<file path="src/rtl/tinker_io_port.sv">
// I/O bridge between the Tinker CPU in/out port pins and a host: a TX FIFO
// carries CPU output words to the host, and an RX FIFO carries host words to the CPU.
module tinker_io_port #(
  parameter int WIDTH = 64,
  parameter int DEPTH = 8,
  localparam int CW = $clog2(DEPTH) + 1
) (
  input  logic             clk,
  input  logic             reset,
  input  logic             cpu_out_signal,
  input  logic [WIDTH-1:0] cpu_out_data,
  input  logic             cpu_in_signal,
  output logic [WIDTH-1:0] cpu_in_data,
  output logic             cpu_in_avail,
  output logic [WIDTH-1:0] host_tx_data,
  output logic             host_tx_valid,
  input  logic             host_tx_ready,
  input  logic [WIDTH-1:0] host_rx_data,
  input  logic             host_rx_valid,
  output logic             host_rx_ready,
  output logic [CW-1:0]    tx_count,
  output logic [CW-1:0]    rx_count,
  input  logic             err_clear,
  output logic             tx_overflow,
  output logic             rx_underflow
);

  localparam int PW = $clog2(DEPTH);
  localparam logic [CW-1:0] FULL_CNT = CW'(DEPTH);

  logic [WIDTH-1:0] tx_mem [DEPTH];
  logic [WIDTH-1:0] rx_mem [DEPTH];
  logic [PW-1:0]    tx_wr, tx_rd, rx_wr, rx_rd;
  logic [CW-1:0]    tx_cnt, rx_cnt;
  logic             tx_ovf_q, rx_udf_q;

  logic tx_full, tx_empty, rx_full, rx_empty;
  logic tx_push, tx_pop, rx_push, rx_pop;
  logic tx_ovf_evt, rx_udf_evt;

  function automatic logic [CW-1:0] cnt_next(input logic [CW-1:0] cnt,
                                             input logic push, input logic pop);
    logic [CW-1:0] res;
    res = cnt;
    case ({push, pop})
      2'b10:   res = cnt + CW'(1);
      2'b01:   res = cnt - CW'(1);
      default: res = cnt;
    endcase
    return res;
  endfunction

  assign tx_full  = (tx_cnt == FULL_CNT);
  assign tx_empty = (tx_cnt == '0);
  assign rx_full  = (rx_cnt == FULL_CNT);
  assign rx_empty = (rx_cnt == '0);

  // A full TX FIFO still takes a CPU word when the host drains one in the same cycle.
  assign tx_pop     = !tx_empty && host_tx_ready;
  assign tx_push    = cpu_out_signal && (!tx_full || tx_pop);
  assign tx_ovf_evt = cpu_out_signal && tx_full && !tx_pop;

  // RX push is gated by ready alone; a same-cycle CPU pop does not open a full FIFO.
  assign rx_push    = host_rx_valid && !rx_full;
  assign rx_pop     = cpu_in_signal && !rx_empty;
  assign rx_udf_evt = cpu_in_signal && rx_empty;

  always_ff @(posedge clk or posedge reset) begin
    if (reset) begin
      tx_wr    <= '0;
      tx_rd    <= '0;
      tx_cnt   <= '0;
      rx_wr    <= '0;
      rx_rd    <= '0;
      rx_cnt   <= '0;
      tx_ovf_q <= 1'b0;
      rx_udf_q <= 1'b0;
    end else begin
      if (tx_push) tx_wr <= tx_wr + PW'(1);
      if (tx_pop)  tx_rd <= tx_rd + PW'(1);
      if (rx_push) rx_wr <= rx_wr + PW'(1);
      if (rx_pop)  rx_rd <= rx_rd + PW'(1);
      tx_cnt <= cnt_next(tx_cnt, tx_push, tx_pop);
      rx_cnt <= cnt_next(rx_cnt, rx_push, rx_pop);
      if (tx_ovf_evt)     tx_ovf_q <= 1'b1;
      else if (err_clear) tx_ovf_q <= 1'b0;
      if (rx_udf_evt)     rx_udf_q <= 1'b1;
      else if (err_clear) rx_udf_q <= 1'b0;
    end
  end

  // Storage is never reset; occupancy alone decides what is visible.
  always_ff @(posedge clk) begin
    if (tx_push) tx_mem[tx_wr] <= cpu_out_data;
    if (rx_push) rx_mem[rx_wr] <= host_rx_data;
  end

  assign host_tx_data  = tx_empty ? '0 : tx_mem[tx_rd];
  assign host_tx_valid = !tx_empty;
  assign cpu_in_data   = rx_empty ? '0 : rx_mem[rx_rd];
  assign cpu_in_avail  = !rx_empty;
  assign host_rx_ready = !rx_full;
  assign tx_count      = tx_cnt;
  assign rx_count      = rx_cnt;
  assign tx_overflow   = tx_ovf_q;
  assign rx_underflow  = rx_udf_q;

endmodule

</file>
<file path="config.mk">
export PLATFORM = sky130hd
export DESIGN_NAME = tinker_io_port
export DESIGN_NICKNAME = d
export VERILOG_FILES = /design/src/rtl/tinker_io_port.sv
export SDC_FILE = /design/constraint.sdc
export NUM_CORES = 1
export LEC_CHECK = 0
export ABC_CLOCK_PERIOD_IN_PS = 10100
export BUFFER_PORTS_ARGS = -buffer_cell sky130_fd_sc_hd__buf_2
export CORE_ASPECT_RATIO = 0.7
export CORE_MARGIN = 4
export CORE_UTILIZATION = 50
export DETAILED_ROUTE_END_ITERATION = 7
export GPL_TIMING_DRIVEN = 0
export PLACE_DENSITY = 0.66
export SYNTH_ARGS = -nofsm -noshare
export SYNTH_HDL_FRONTEND = slang
export SYNTH_SLANG_ARGS = --single-unit
</file>
<file path="constraint.sdc">
create_clock -name clk -period 10.1 [get_ports clk]
set_input_delay 0.505 -clock clk [delete_from_list [all_inputs] [get_ports clk]]
set_output_delay 0.505 -clock clk [all_outputs]
set_load 0.02 [all_outputs]
</file>
# --- Yosys cells after proc, flatten, opt, wreduce, memory -nomap -nowiden ---
# Memories as Yosys holds them, arrays and structs flattened.
# Cells that the tools add are included.
word_totals:
  register_bits: 22
  ramBits: 1024
  inputBits: 135
  output_inout_bits: 141
  wordCells: 54
  n_memories: 2
mem_list:
  columns: ["name", "words", "word_bits", "read_ports", "rd_ports_with_merged_regs", "wr", "line_no", "rtl"]
  rows:
  - ["rx_mem", 8, 64, 1, 0, 1, "32", "logic [WIDTH-1:0] rx_mem [DEPTH];"]
  - ["tx_mem", 8, 64, 1, 0, 1, "31", "logic [WIDTH-1:0] tx_mem [DEPTH];"]
op_classes:
  addsub: 8
  eq_ne: 6
  mux: 11
  reduce_logical: 19
ops:
  columns: ["operator", "n"]
  rows:
  - ["$mux W64", 2]
  - ["$pmux W4 S2", 2]
  - ["$add A3 B1 Y3 const B", 4]
  - ["$add A4 B1 Y4 const B", 2]
  - ["$eq A4 B4 Y1 const B", 2]
  - ["$logic_not A4 Y1", 2]
  - ["$reduce_bool A2 Y1", 4]
  - ["$sub A4 B1 Y4 const B", 2]
  - ["$logic_and A1 B1 Y1", 7]
  - ["$mux W1", 7]
  - ["$logic_not A1 Y1", 5]
  - ["$eq A2 B1 Y1 const B", 2]
  - ["$eq A2 B2 Y1 const B", 2]
  - ["$logic_or A1 B1 Y1", 1]

# --- Longest topological paths before layout ---
logic_depth:
  depth_word: 7
  ltp_mapped: 11
  depth_no_buf: 10

# --- Worst setup path after synthesis ---
# OpenSTA, ideal clock, no wires.
synth_timing:
  kind: "input port to flip-flop"
  from: "input host_tx_ready"
  to: "memory tx_mem[1][0] (enable)"
  setup_ps: 667
  arrival_ps: 7667
  t_required_ps: 9433
  slack_ps: 1766
  path_stages: 4
  n_path_buf: 1
  cell_sequence: "clkbuf_1 nand2b_1 o21ai_2 nor4b_1"
synth_between:
  elab_chain_len: 5
synth_rtl:
  columns: ["element", "line_no", "rtl"]
  rows:
  - ["start, declared", "17", "input logic host_tx_ready,"]
  - ["$logic_and A1 B1 Y1", "59", "assign tx_pop = !tx_empty && host_tx_ready;"]
  - ["$logic_or A1 B1 Y1", "60", "assign tx_push = cpu_out_signal && (!tx_full || tx_pop);"]
  - ["$logic_and A1 B1 Y1", "60", null]
  - ["$mux W1", "94", "if (tx_push) tx_mem[tx_wr] <= cpu_out_data;"]
  - ["$mux W1 (implied by the code)", "94", null]
  - ["end, declared", "31", null]
# No other way between the ends.

# --- Worst setup path in the final report ---
layout_timing:
  from: "register tx_cnt[0] (netlist: tx_count[0])"
  to: "output host_tx_data[4]"
layout_between:
  elab_chain_len: 2
layout_rtl:
  columns: ["element", "line_no", "rtl"]
  rows:
  - ["start, declared", "34", "logic [CW-1:0] tx_cnt, rx_cnt;"]
  - ["start signal, assigned", "83", "tx_cnt <= cnt_next(tx_cnt, tx_push, tx_pop);"]
  - ["$logic_not A4 Y1", "54", "assign tx_empty = (tx_cnt == '0);"]
  - ["$mux W64", "98", "assign host_tx_data = tx_empty ? '0 : tx_mem[tx_rd];"]
  - ["end, declared", "15", "output logic [WIDTH-1:0] host_tx_data,"]
# No other way between the ends.

==> flow_summary.json <==
{
  "status": "completed",
  "yosys_warnings": 0,
  "min_path_cells": 1,
  "final.fill_count": 5421,
  "insertion_delay_ns": 0.63,
  "fmax_mhz": 256,
  "cts_sinks": 1046,
  "endpoint_kind": "output pin",
  "maxSlewViolCount": 0,
  "hpwl_mm": 57.4,
  "r2r_start": "tx_count[0]",
  "finalCritPeriodShare_pct": 38.7,
  "p_leak_uw": 0.0156,
  "ff2ff_setup_slack_ns": 7.08,
  "fin_skew_ns": 0.0171,
  "vias": 19100,
  "syn_inst": 1635,
  "startpoint_type": "register",
  "hold_path.class": "primary input to register",
  "fin_hold_ws_ns": 0.133,
  "rsz0062_at_grt": "no",
  "ys_ff_latch": 1046,
  "syn_area_sq_um": 39500,
  "postCtsSetupBuffers": 0,
  "fin_crit_ns": 3.91,
  "post_drt_wl_per_cell_um": 26.9,
  "worst_pin_slew_ns": 1.28,
  "whs_endpoint": "rx_mem[5][61]",
  "drv_cap": 0,
  "grt_pass1_wl_mm": 130,
  "slew_headroom_pct": 14.3,
  "postSynthAreaPerCell_sq_um": 24.1,
  "core_sq_um": 77500,
  "critPathTopFamily": "simple AND/OR/NAND/NOR gates",
  "cts_root_buf": "clkbuf_16",
  "crit_chain": "nor4_4, nor2_1, clkbuf_1, a22o_1, buf_2",
  "nets": 2248,
  "min_from": "host_rx_data[61]",
  "drtIter0Drc": 1809,
  "post_cts_resized": 0,
  "finalSetupViolCount": 0,
  "reg2reg_depth": 8,
  "die_y_um": 243,
  "dieWidth_um": 344,
  "io_buffers": 274,
  "grt_max_degree": 26,
  "synth_edf_count": 1024,
  "antenna_found_initial": 14,
  "cts.path.max_buffers": 3,
  "start_util_pct": 50.9,
  "mostFrequentLayoutCell": "edfxtp_1",
  "synth_nets": 1778,
  "drt_wl_total_mm": 87.1,
  "ys_seq_area_share_pct": 79.3,
  "synth_async_sr_flop_share_pct": 2.10,
  "grt_overflow_total": 0,
  "clkSlewWorstSetupHoldPaths_ns": 0.06,
  "critPathKind": "register to output pin",
  "tritoncts": "done",
  "grt_usage_pct": 21.2,
  "critPathRequiredTime_ns": 9.60,
  "cts_buffers": 96,
  "yosysUniqueCellTypes": 52,
  "yosys.area.top_type": "edfxtp_1",
  "gp_congestion": 0.740,
  "synth.area.top_cells": "edfxtp_1 (78%), mux4_2 (15%), a22o_1 (2.8%), dfrtp_1 (1.4%), buf_2 (0.42%)",
  "layout_common_cells": "edfxtp_1 (1024), buf_2 (307), mux4_2 (256), a22o_1 (128), clkbuf_16 (100)",
  "critPathArrivalTime_ns": 3.40,
  "finish.utilization_pct": 60.2,
  "dieArea_sq_um": 83500,
  "firstDrtPassIters": 5,
  "htree_levels": 3,
  "hold_violations": 0,
  "cp_max_fo": 10,
  "synth_flop_cell": "edfxtp_1",
  "regToRegEndpoint": "tx_mem[2][43]",
  "slowest_delay_ns": 0.94,
  "vdd_drop_max_mv": 0.192,
  "cts_hold_buf": 0,
  "drive_gt1_share_pct": 38.9,
  "drc": 0,
  "grt_pass1_vias": 19800,
  "drtAntennaViolNets": 0,
  "cpMaxStageDelayCell": "nor2_1",
  "synth_top_area_share_pct": 77.9,
  "setup_tns_ns": 0,
  "syn2layout_area_growth_pct": 18.3,
  "cp_num_buf_inv": 2,
  "vias_per_cell": 5.90,
  "fp-row-count": 85,
  "ios": 276,
  "powerDensity_nw_per_um2": 308
}
==> power breakdown <==
group / total (uW) / switching [uW] / internal (uW) / leakage (uW)
logic: 5040 / 2960 / 2080 / 0.00445
registers: 5610 / 175 / 5440 / 0.00956
clock network: 3700 / 1530 / 2160 / 0.00158
==> worst max path at each step <==
stage / start / end / slack, ns / cells after the start
2_1_floorplan: host_tx_ready / tx_mem[1][0] / 1.77 / 4
3_3_place_gp: host_tx_ready / tx_mem[2][52] / -5.16 / 4
3_5_place_dp: host_tx_ready / tx_mem[2][52] / 6.79 / 9
4_1_cts: tx_count[0] / host_tx_data[4] / 6.11 / 5
5_1_grt: tx_count[0] / host_tx_data[4] / 6.01 / 5
6_report: tx_count[0] / host_tx_data[4] / 6.19 / 5
==> cells in the mapped netlist (6+ instances only) <==
master,number
nand2_1,11
a22o_1,128
buf_2,33
nand3_1,6
edfxtp_1,1024
mux4_2,256
xnor2_1,11
dfrtp_1,22
clkbuf_1,42
buf_6,8
inv_1,8
ha_1,8
nor2_1,10
==> registers in the layout, indices dropped and copies added, names as in the netlist <==
name / count
tx_count: 4
rx_wr: 3
tx_overflow: 1
rx_mem: 512
tx_rd: 3
tx_mem: 512
rx_underflow: 1
rx_rd: 3
tx_wr: 3
rx_count: 4
==> final cells by class <==
cell class / instances / area (sq um) / area share (%)
Antenna cell: 7 / 17.5 / 0.0375
Tap cell: 1044 / 1310 / 2.80
Timing Repair Buffer: 372 / 2550 / 5.47
Sequential cell: 1046 / 31300 / 67.1
Clock inverter: 63 / 676 / 1.45
Buffer: 89 / 440 / 0.944
Multi-Input combinational cell: 490 / 7780 / 16.7
Inverter: 10 / 37.5 / 0.0805
Clock buffer: 113 / 2550 / 5.47
==> kinds of logic (layout without fill, tap and decap cells) <==
kind of cell,count (synthesis),count (layout),synth area share [%]
adders and majority gates,8,8,0.254
xor gates and xnor gates,12,12,0.266
buffers and inverters,99,647,1.21
DFF,1046,1046,79.3
muxes,262,262,14.8
AOI/OAI and AO/OA,150,150,3.26
and+or+nand+nor,58,58,0.897
other,0,7,0
==> per-layer routing <==
layer / GRT usage [%] / routed length [um] / vias up
li1: - / - / 8057
met1: 30.8 / 36500 / 10200
met4: 5.29 / 1780 / 8
met5: 0 / 46 / -
met2: 33.8 / 43300 / 671
met3: 3.64 / 5490 / 118
==> through the flow <==
| stage | instance area, sq um | cells | worst slack [ns] | total power [uW] |
|---|---|---|---|---|
| finish | 46700 | 3234 | 6.19 | 14300 |
| floorplan | 39500 | 1635 | 1.77 | 9000 |
| global route | 46700 | 3232 | 6.01 | 15000 |
| CTS | 46600 | 3227 | 6.11 | 14500 |
| global placement | 42100 | 2953 | -5.16 | 10700 |
| detailed placement | 43400 | 3051 | 6.79 | 10800 |
(Power assumes the default switching activity.)
